**src/rtl/uart_tx_arbiter_if.sv**
```systemverilog
// Requester/transmitter-side signals of the shared uart_tx arbiter.
interface uart_tx_arbiter_if #(
  parameter int N_REQ = 4
);
  localparam int OW = $clog2(N_REQ);

  logic [N_REQ-1:0]   req;
  logic [8*N_REQ-1:0] data_in;
  logic [N_REQ-1:0]   grant;
  logic [N_REQ-1:0]   done;
  logic [OW-1:0]      owner;
  logic               busy;
  logic               timeout_err;
  logic [7:0]         tx_data;
  logic               tx_send;
  logic               tx_ready;

  modport master (
    output req, data_in, tx_ready,
    input  grant, done, owner, busy, timeout_err, tx_data, tx_send
  );

  modport slave (
    input  req, data_in, tx_ready,
    output grant, done, owner, busy, timeout_err, tx_data, tx_send
  );
endinterface

```
**src/rtl/uart_tx_arbiter.sv**
```systemverilog
// Round-robin sharing of one uart_tx between N_REQ byte producers; tracks tx_ready
// through each frame and reports done (or a timeout) back to the owner.
module uart_tx_arbiter #(
  parameter int N_REQ          = 4,
  parameter int TIMEOUT_CYCLES = 262144
) (
  input  logic             clk,
  input  logic             rst,
  uart_tx_arbiter_if.slave bus
);
  localparam int OW = $clog2(N_REQ);
  localparam int CW = $clog2(TIMEOUT_CYCLES);

  // state | meaning
  // IDLE  | arbitrate when tx_ready ; ISSUE | tx_send held ; WAIT | frame on the line
  typedef enum logic [1:0] {ST_IDLE, ST_ISSUE, ST_WAIT} state_t;

  state_t           r_state, w_state_nxt;
  logic [OW-1:0]    r_ptr, w_ptr_nxt;
  logic [OW-1:0]    r_owner, w_owner_nxt;
  logic [N_REQ-1:0] r_grant, w_grant_nxt;
  logic [N_REQ-1:0] r_done, w_done_nxt;
  logic             r_busy;
  logic             r_to_err, w_to_err_nxt;
  logic             r_tx_send, w_tx_send_nxt;
  logic [7:0]       r_tx_data, w_tx_data_nxt;
  logic [CW-1:0]    r_cnt, w_cnt_nxt;

  logic [7:0]       w_bytes [N_REQ];
  logic [OW-1:0]    w_idx;
  logic [OW-1:0]    w_win;
  logic             w_found;

  for (genvar gi = 0; gi < N_REQ; gi++) begin : g_bytes
    assign w_bytes[gi] = bus.data_in[8*gi +: 8];
  end

  // First active request at or after ptr; OW-bit arithmetic wraps since N_REQ is a power of two.
  always_comb begin
    w_found = 1'b0;
    w_win   = '0;
    w_idx   = '0;
    for (int k = 0; k < N_REQ; k++) begin
      w_idx = r_ptr + OW'(k);
      if (!w_found && bus.req[w_idx]) begin
        w_found = 1'b1;
        w_win   = w_idx;
      end
    end
  end

  always_comb begin
    w_state_nxt   = r_state;
    w_ptr_nxt     = r_ptr;
    w_owner_nxt   = r_owner;
    w_tx_data_nxt = r_tx_data;
    w_tx_send_nxt = r_tx_send;
    w_cnt_nxt     = r_cnt;
    w_grant_nxt   = '0;
    w_done_nxt    = '0;
    w_to_err_nxt  = 1'b0;
    case (r_state)
      ST_IDLE: begin
        if (bus.tx_ready && w_found) begin
          w_grant_nxt   = N_REQ'(1) << w_win;
          w_tx_data_nxt = w_bytes[w_win];
          w_tx_send_nxt = 1'b1;
          w_owner_nxt   = w_win;
          w_ptr_nxt     = w_win + OW'(1);
          w_cnt_nxt     = '0;
          w_state_nxt   = ST_ISSUE;
        end
      end
      ST_ISSUE: begin
        if (!bus.tx_ready) begin
          w_tx_send_nxt = 1'b0;
          w_cnt_nxt     = '0;
          w_state_nxt   = ST_WAIT;
        end else if (r_cnt == CW'(TIMEOUT_CYCLES - 1)) begin
          w_tx_send_nxt = 1'b0;
          w_to_err_nxt  = 1'b1;
          w_cnt_nxt     = '0;
          w_state_nxt   = ST_IDLE;
        end else begin
          w_cnt_nxt = r_cnt + CW'(1);
        end
      end
      ST_WAIT: begin
        if (bus.tx_ready) begin
          w_done_nxt  = N_REQ'(1) << r_owner;
          w_state_nxt = ST_IDLE;
        end
      end
      default: w_state_nxt = ST_IDLE;
    endcase
  end

  always_ff @(posedge clk) begin
    if (rst) begin
      r_state   <= ST_IDLE;
      r_ptr     <= '0;
      r_owner   <= '0;
      r_grant   <= '0;
      r_done    <= '0;
      r_busy    <= 1'b0;
      r_to_err  <= 1'b0;
      r_tx_send <= 1'b0;
      r_tx_data <= '0;
      r_cnt     <= '0;
    end else begin
      r_state   <= w_state_nxt;
      r_ptr     <= w_ptr_nxt;
      r_owner   <= w_owner_nxt;
      r_grant   <= w_grant_nxt;
      r_done    <= w_done_nxt;
      r_busy    <= (w_state_nxt != ST_IDLE);
      r_to_err  <= w_to_err_nxt;
      r_tx_send <= w_tx_send_nxt;
      r_tx_data <= w_tx_data_nxt;
      r_cnt     <= w_cnt_nxt;
    end
  end

  assign bus.grant       = r_grant;
  assign bus.done        = r_done;
  assign bus.owner       = r_owner;
  assign bus.busy        = r_busy;
  assign bus.timeout_err = r_to_err;
  assign bus.tx_data     = r_tx_data;
  assign bus.tx_send     = r_tx_send;
endmodule

```
**src/flat_wrapper.sv**
```systemverilog
// flat-port wrapper written by rule: the top's interface ports become plain ports
module uart_tx_arbiter_flat 
#(
  parameter int N_REQ          = 4,
  parameter int TIMEOUT_CYCLES = 262144
)
  (clk, rst, bus_req, bus_data_in, bus_tx_ready, bus_grant, bus_done, bus_owner, bus_busy, bus_timeout_err, bus_tx_data, bus_tx_send);
  uart_tx_arbiter_if #(.N_REQ(N_REQ)) bus_i ();
  input  logic clk;
  input  logic rst;
  input wire logic [$bits(bus_i.req)-1:0] bus_req;
  input wire logic [$bits(bus_i.data_in)-1:0] bus_data_in;
  input wire logic [$bits(bus_i.tx_ready)-1:0] bus_tx_ready;
  output wire logic [$bits(bus_i.grant)-1:0] bus_grant;
  output wire logic [$bits(bus_i.done)-1:0] bus_done;
  output wire logic [$bits(bus_i.owner)-1:0] bus_owner;
  output wire logic [$bits(bus_i.busy)-1:0] bus_busy;
  output wire logic [$bits(bus_i.timeout_err)-1:0] bus_timeout_err;
  output wire logic [$bits(bus_i.tx_data)-1:0] bus_tx_data;
  output wire logic [$bits(bus_i.tx_send)-1:0] bus_tx_send;
  assign bus_i.req = bus_req;
  assign bus_i.data_in = bus_data_in;
  assign bus_i.tx_ready = bus_tx_ready;
  assign bus_grant = bus_i.grant;
  assign bus_done = bus_i.done;
  assign bus_owner = bus_i.owner;
  assign bus_busy = bus_i.busy;
  assign bus_timeout_err = bus_i.timeout_err;
  assign bus_tx_data = bus_i.tx_data;
  assign bus_tx_send = bus_i.tx_send;
  uart_tx_arbiter #(.N_REQ(N_REQ), .TIMEOUT_CYCLES(TIMEOUT_CYCLES)) u_core (.clk(clk), .rst(rst), .bus(bus_i));
endmodule
```
**config.mk**
```make
export PLATFORM = sky130hd
export DESIGN_NAME = uart_tx_arbiter_flat
export DESIGN_NICKNAME = d
export VERILOG_FILES = /design/src/rtl/uart_tx_arbiter_if.sv /design/src/rtl/uart_tx_arbiter.sv /design/src/flat_wrapper.sv
export SDC_FILE = /design/constraint.sdc
export NUM_CORES = 1
export LEC_CHECK = 0
export CAP_MARGIN = 10
export CORE_ASPECT_RATIO = 1.1
export CORE_UTILIZATION = 42
export DETAILED_ROUTE_END_ITERATION = 8
export PLACE_DENSITY = 0.73
export SYNTH_ARGS = -nofsm -noshare
export SYNTH_HDL_FRONTEND = slang
export SYNTH_SLANG_ARGS = --single-unit
```
**constraint.sdc**
```tcl
create_clock -name clk -period 2.8 [get_ports clk]
set_clock_uncertainty 0.2 [all_clocks]
set_input_delay 0.28 -clock clk [delete_from_list [all_inputs] [get_ports clk]]
set_output_delay 0.28 -clock clk [all_outputs]
set_load 0.01 [all_outputs]
```
# Yosys cells after proc, flatten, opt, wreduce, memory -nomap -nowiden

Cells that the tools add are included.
Widths: inputs -> output; s select.

Memories: 0
Input bits: 39
Word-level logic and storage cells: 82
Bits in registers: 43
Output and inout bits: 21
Bits in read-only memories: 0
Bits in latches: 0
Memory bits (writable): 0

Add/sub/neg operators: 5
Divide/modulo/power cells: 0
Multipliers: 0
Equality and inequality tests: 5
Shift-type cells: 2
Order comparisons: 5
Reduce and logical (&&, ||, !) cells: 16
Bitwise operators: 6
Multiplexer cells: 33

Operator list:

| kind                  | number |
|---|---|
| $mux 18               | 3 |
| $pmux 18 s2           | 1 |
| $add 18x1->18 const B | 1 |
| $eq 18x18->1 const B  | 1 |
| $bmux 8 s2            | 1 |
| $mux 2                | 8 |
| $mux 8                | 2 |
| $lt 2x3->1 const B    | 4 |
| $mux 1                | 12 |
| $reduce_or 3->1       | 3 |
| $bmux 1 s2            | 4 |
| $shl 1x2->4 const A   | 2 |
| $pmux 2 s3            | 1 |
| $not 1->1             | 5 |
| $add 2x1->2 const B   | 2 |
| $add 2x2->2 const B   | 2 |
| $logic_and 1x1->1     | 4 |
| $reduce_and 2->1      | 2 |
| $reduce_bool 2->1     | 2 |
| $ge 3x3->1 const B    | 1 |
| $logic_not 1->1       | 3 |
| $ne 3x2->1 const B    | 1 |
| $not 2->3             | 1 |
| $reduce_and 3->1      | 1 |
| other kinds (5)       | 5 |

# Longest topological paths before layout

Depth in word-level cells: 16
Gate-level depth with buffers: 7
Mapped depth without buffers: 6

# Worst setup path before layout

OpenSTA, ideal clock, no wires.

Path type: flip-flop to flip-flop
Start point: register u_core.r_cnt[0]
End point: register u_core.r_busy, in the netlist u_core.bus.busy
Arrival time: 1.668 ns
Clock period less this slack: 1.995 ns
Cell stages (with the launch flop): 6
Library setup time: 0.127 ns
Setup slack: 0.805 ns
Path buffers: 0
Data required time: 2.473 ns
Path through: dfxtp_1 > ha_1 > nand4_1 > nor4_2 > a21oi_2 > or3_1

Word-level cells in the longest chain between the ends: 5

RTL lines:

| what                     | RTL line               | source |
|---|---|---|
| start: declaration       | uart_tx_arbiter.sv:27  | `logic [CW-1:0] r_cnt, w_cnt_nxt;` |
| start signal: assignment | uart_tx_arbiter.sv:120 | `r_cnt <= w_cnt_nxt;` |
| $eq 18x18->1             | uart_tx_arbiter.sv:79  | `end else if (r_cnt == CW'(TIMEOUT_CYCLES - 1)) begin` |
| $mux 2                   | uart_tx_arbiter.sv:79  |  |
| $mux 2                   | uart_tx_arbiter.sv:75  | `if (!bus.tx_ready) begin` |
| $pmux 2 s3               | uart_tx_arbiter.sv:62  | `case (r_state)` |
| $reduce_bool 2->1        | uart_tx_arbiter.sv:116 | `r_busy <= (w_state_nxt != ST_IDLE);` |
| end signal: assignment   | uart_tx_arbiter.sv:116 |  |
| end: declaration         | uart_tx_arbiter.sv:23  | `logic r_busy;` |

No other way between the ends.
A chain may end at the register's enable or synchronous reset.

# Worst setup path after layout

Start point: register u_core.r_cnt[0]
End point: register u_core.r_cnt[8]

Word-level cells in the longest chain between the ends: 4
Elaborated cells on any way between the ends: 5
Those cells by class: add/sub: 1; eq/ne: 1; mux: 3

RTL lines:

| what                                                 | RTL line |
|---|---|
| $add 18x1->18 / $eq 18x18->1 (equally long branches) | uart_tx_arbiter.sv:85, uart_tx_arbiter.sv:79 |
| $mux 18 *                                            | uart_tx_arbiter.sv:79 |
| $mux 18 *                                            | uart_tx_arbiter.sv:75 |
| $pmux 18 s2 *                                        | uart_tx_arbiter.sv:62 |

Mark *: on every way between the ends. The rest lies on a longest branch, timed or not.

==> run summary <==
Vias per inst: 5.42
Cells on worst reg2reg path: 6
Met1 layer wirelength in the final routing: 2140 microns
Avg Inst Size Synth: 8.83 sq um
Pwr dens: 478 mW/mm^2
CTS Sinks: 43
Setup crit end kind: register
CTS buffer count: 5
Post-Syn Nets: 273
Internal: 0.000970 W
Post-synthesis compound-gate area fraction: 17.7%
WHS Path Cells: 2
Final #Nets: 339
Worst skew pair latency: 0.30 ns
Async SR Flop Fraction: 0%
Final wirelength: 4790 microns
DRC Markers: 0
Layout cell share with drive strength beyond 1: 9.00%
I/O pin total: 60
Detailed-placement wirelength estimate: 3660 microns
Mux contribution to synthesized area: 5.84%
Synth Flop Type: dfxtp_1
Period utilisation layout: 79.9%
Post-synthesis sequential element count: 43
Routed Antenna Nets: 0
Hold Fails Final Rpt: 0
RSZ-0062 raised after global routing: false
Count of buffers from port buffering: 59
Worst slew pin tran: 0.750 ns
Filler cell count: 454
Ys Warns: 0
Mapped Area: 0.00206 sq mm
Multi-input gate area: 0.00115 sq mm
Reg area: 861 sq um
Logic pwr share: 22.2%
Initial antenna violation count: 0
Tot GR Track Use: 19.7%
Max Slew Vio Count: 0
TritonRoute pass-1 iters: 4
Minimum clock period: 2.24 ns
Worst vdd ir: 0.000229 V
First-pass GRT wire length: 7530 microns
Hold Crit Class: reg -> reg
Post-synth EDFFs: 0
Netlist cell types: 50
# resized after CTS: 0
Hold-fix buffers, CTS: 0
Core ar.: 0.00468 sq mm
Metal2 WL: 2220 microns
Status: finished, final reports clean
Vias: 1928
Drt first-iter violations: 70
Final setup viols: 0
TritonCTS clock tree: yes
Initial Utilization: 43.9%
Final worst slack: 0.563 ns
Worst-path clk slew: 0.08 ns
Die footprint: 0.00518 sq mm
Max Used Layer: met4
DR WL/cell: 13.4 microns
Slew headroom: 50.0%
F_max: 0.447 GHz
Seq/Total Area, Yosys: 41.8%
Flop pwr share: 49.2%
CTS root buf: clkbuf_8
Synth Area in XOR/XNOR: 4.68%
Worst setup SP type: register
Number of setup buffers added after CTS: 0
Grt ovf: 0
Buffer depth of the longest clock path: 2
Switching Share: 27.7%
Largest family of logic cells by synthesized area: simple AND/OR/NAND/NOR gates
CP Max Fanout: 12
DP Worst Slack: 0.277 ns
Critical path data required time: 2.77 ns
Area delta synth->final: 36.4%
Vias in the first global route: 1716
H-tree depth: 2
Die width: 68.7 microns
NetSw: 0.000372 W
Rows: 26
Number of max-cap violations: 0
Placer's final routability congestion estimate: 0.914
# diodes: 0
Synth Area in Simple Gates: 27.3%
Synth Area in Adders: 0.608%
P_leak: 0.999 nW
Crit Path Category: reg -> reg
Die H: 75.4 microns
Met3 wire len: 365 microns
Clk pwr share: 28.6%
Crit path DAT: 2.20 ns
Largest net degree at the start of global routing: 17
Fin Setup TNS: 0 ns
Reg2reg setup slack: 0.56 ns
Syn Inst Count: 233
-- state kept, by name, indices dropped and copies added (netlist names) --
name	cells
u_core.r_state	2
u_core.bus.tx_send	1
u_core.bus.tx_data	8
u_core.bus.grant	4
u_core.r_cnt	18
u_core.bus.done	4
u_core.bus.busy	1
u_core.r_ptr	2
u_core.bus.timeout_err	1
u_core.bus.owner	2
-- through the flow --
| step | total power [W] | instances | area, sq um | hold slack, ns | util (%) |
|---|---|---|---|---|---|
| after global routing | 0.00141 | 356 | 2810 | 0.309 | 59.9 |
| final | 0.00134 | 356 | 2810 | 0.279 | 59.9 |
| after CTS | 0.00136 | 356 | 2810 | 0.286 | 59.9 |
| after floorplan | 0.000834 | 233 | 2060 | 0.166 | - |
| after detailed placement | 0.000973 | 348 | 2720 | 0.266 | 58.1 |
| after global placement | 0.000971 | 348 | 2720 | 0.257 | 58.1 |
-- cells in the mapped netlist, types with 4 or more instances --
| library cell | n | area [sq um] |
|---|---|---|
| a211o_1 | 6 | 52.6 |
| a21oi_1 | 10 | 50.1 |
| and3_1 | 5 | 31.3 |
| dfxtp_1 | 43 | 861 |
| mux2i_1 | 12 | 120 |
| nand2_1 | 28 | 105 |
| nand2b_1 | 7 | 43.8 |
| nand3_1 | 11 | 55.1 |
| nand3b_1 | 4 | 30.0 |
| nand4_1 | 4 | 25.0 |
| nor2_1 | 23 | 86.3 |
| nor3_1 | 7 | 35.0 |
| o211ai_1 | 5 | 37.5 |
| o21ai_0 | 9 | 45.0 |
| xnor2_1 | 7 | 61.3 |
| xor2_1 | 4 | 35.0 |
-- layout make-up --
class | count | area share [%]
inverter | 2 | 0.268
clock inverter | 2 | 0.446
sequential | 43 | 30.7
tap | 56 | 2.50
multi-input combinational | 183 | 41.1
timing repair buffer | 64 | 22.4
clock buffer | 6 | 2.59
-- worst max-delay path: stages (launching register included) --
cell     delay, ns
dfxtp_1       0.42
ha_1          0.25
nand4_1       0.13
nor4_2        0.38
a21oi_2       0.15
nor2_2        0.47
nor3_1        0.12
-- cells in the final DEF, fill, tap and decap left out, drive strengths merged, types with 3 or more instances in the layout --
master	Yosys	routed
nand4	4	4
nand2	28	28
nand3b	4	4
nor3	8	8
and3	6	6
nor2	27	27
xor2	4	4
dfxtp	43	43
nor4	4	4
buf	3	5
a211oi	3	3
a211o	6	6
mux2i	12	12
clkdlybuf4s50	0	59
nand2b	7	7
o21ai	9	9
clkbuf	2	6
o211ai	5	5
xnor2	7	7
a21oi	11	11
o221ai	3	3
nand3	11	11
-- power by group through the flow --
stage | logic (W) | registers [W] | clock network (W)
floorplan | 0.000152 | 0.000682 | 0
global placement | 0.000296 | 0.000674 | 0
detailed placement | 0.000299 | 0.000674 | 0
CTS | 0.000300 | 0.000661 | 0.000397
global route | 0.000326 | 0.000665 | 0.000419
finish | 0.000298 | 0.000661 | 0.000383
-- path summary, 6_finish.rpt --
| path | startpoint | end |
|---|---|---|
| worst max-delay path | u_core.r_cnt[0] | u_core.r_cnt[8] |
| worst min-delay path | u_core.bus.tx_data[2] | u_core.bus.tx_data[2] |
| worst max register to register | u_core.r_cnt[0] | u_core.r_cnt[8] |
| worst min register to register | u_core.bus.tx_data[2] | u_core.bus.tx_data[2] |
-- per-layer routing --
metal	global-route usage, %	vias to the layer above
met4	6.80	0
li1	-	986
met2	32.6	67
met3	6.44	5
met1	23.9	870
met5	0	-
-- kinds of logic (layout without fill, tap and decap cells) --
group           after synthesis  in the layout
simple gates                107            107
compound gates               52             52
flops                        43             43
mux                          12             12
xor+xnor                     11             11
buf+inv                       7             74
fa+ha+maj                     1              1
No activity file was read; power rests on OpenSTA's default activity.
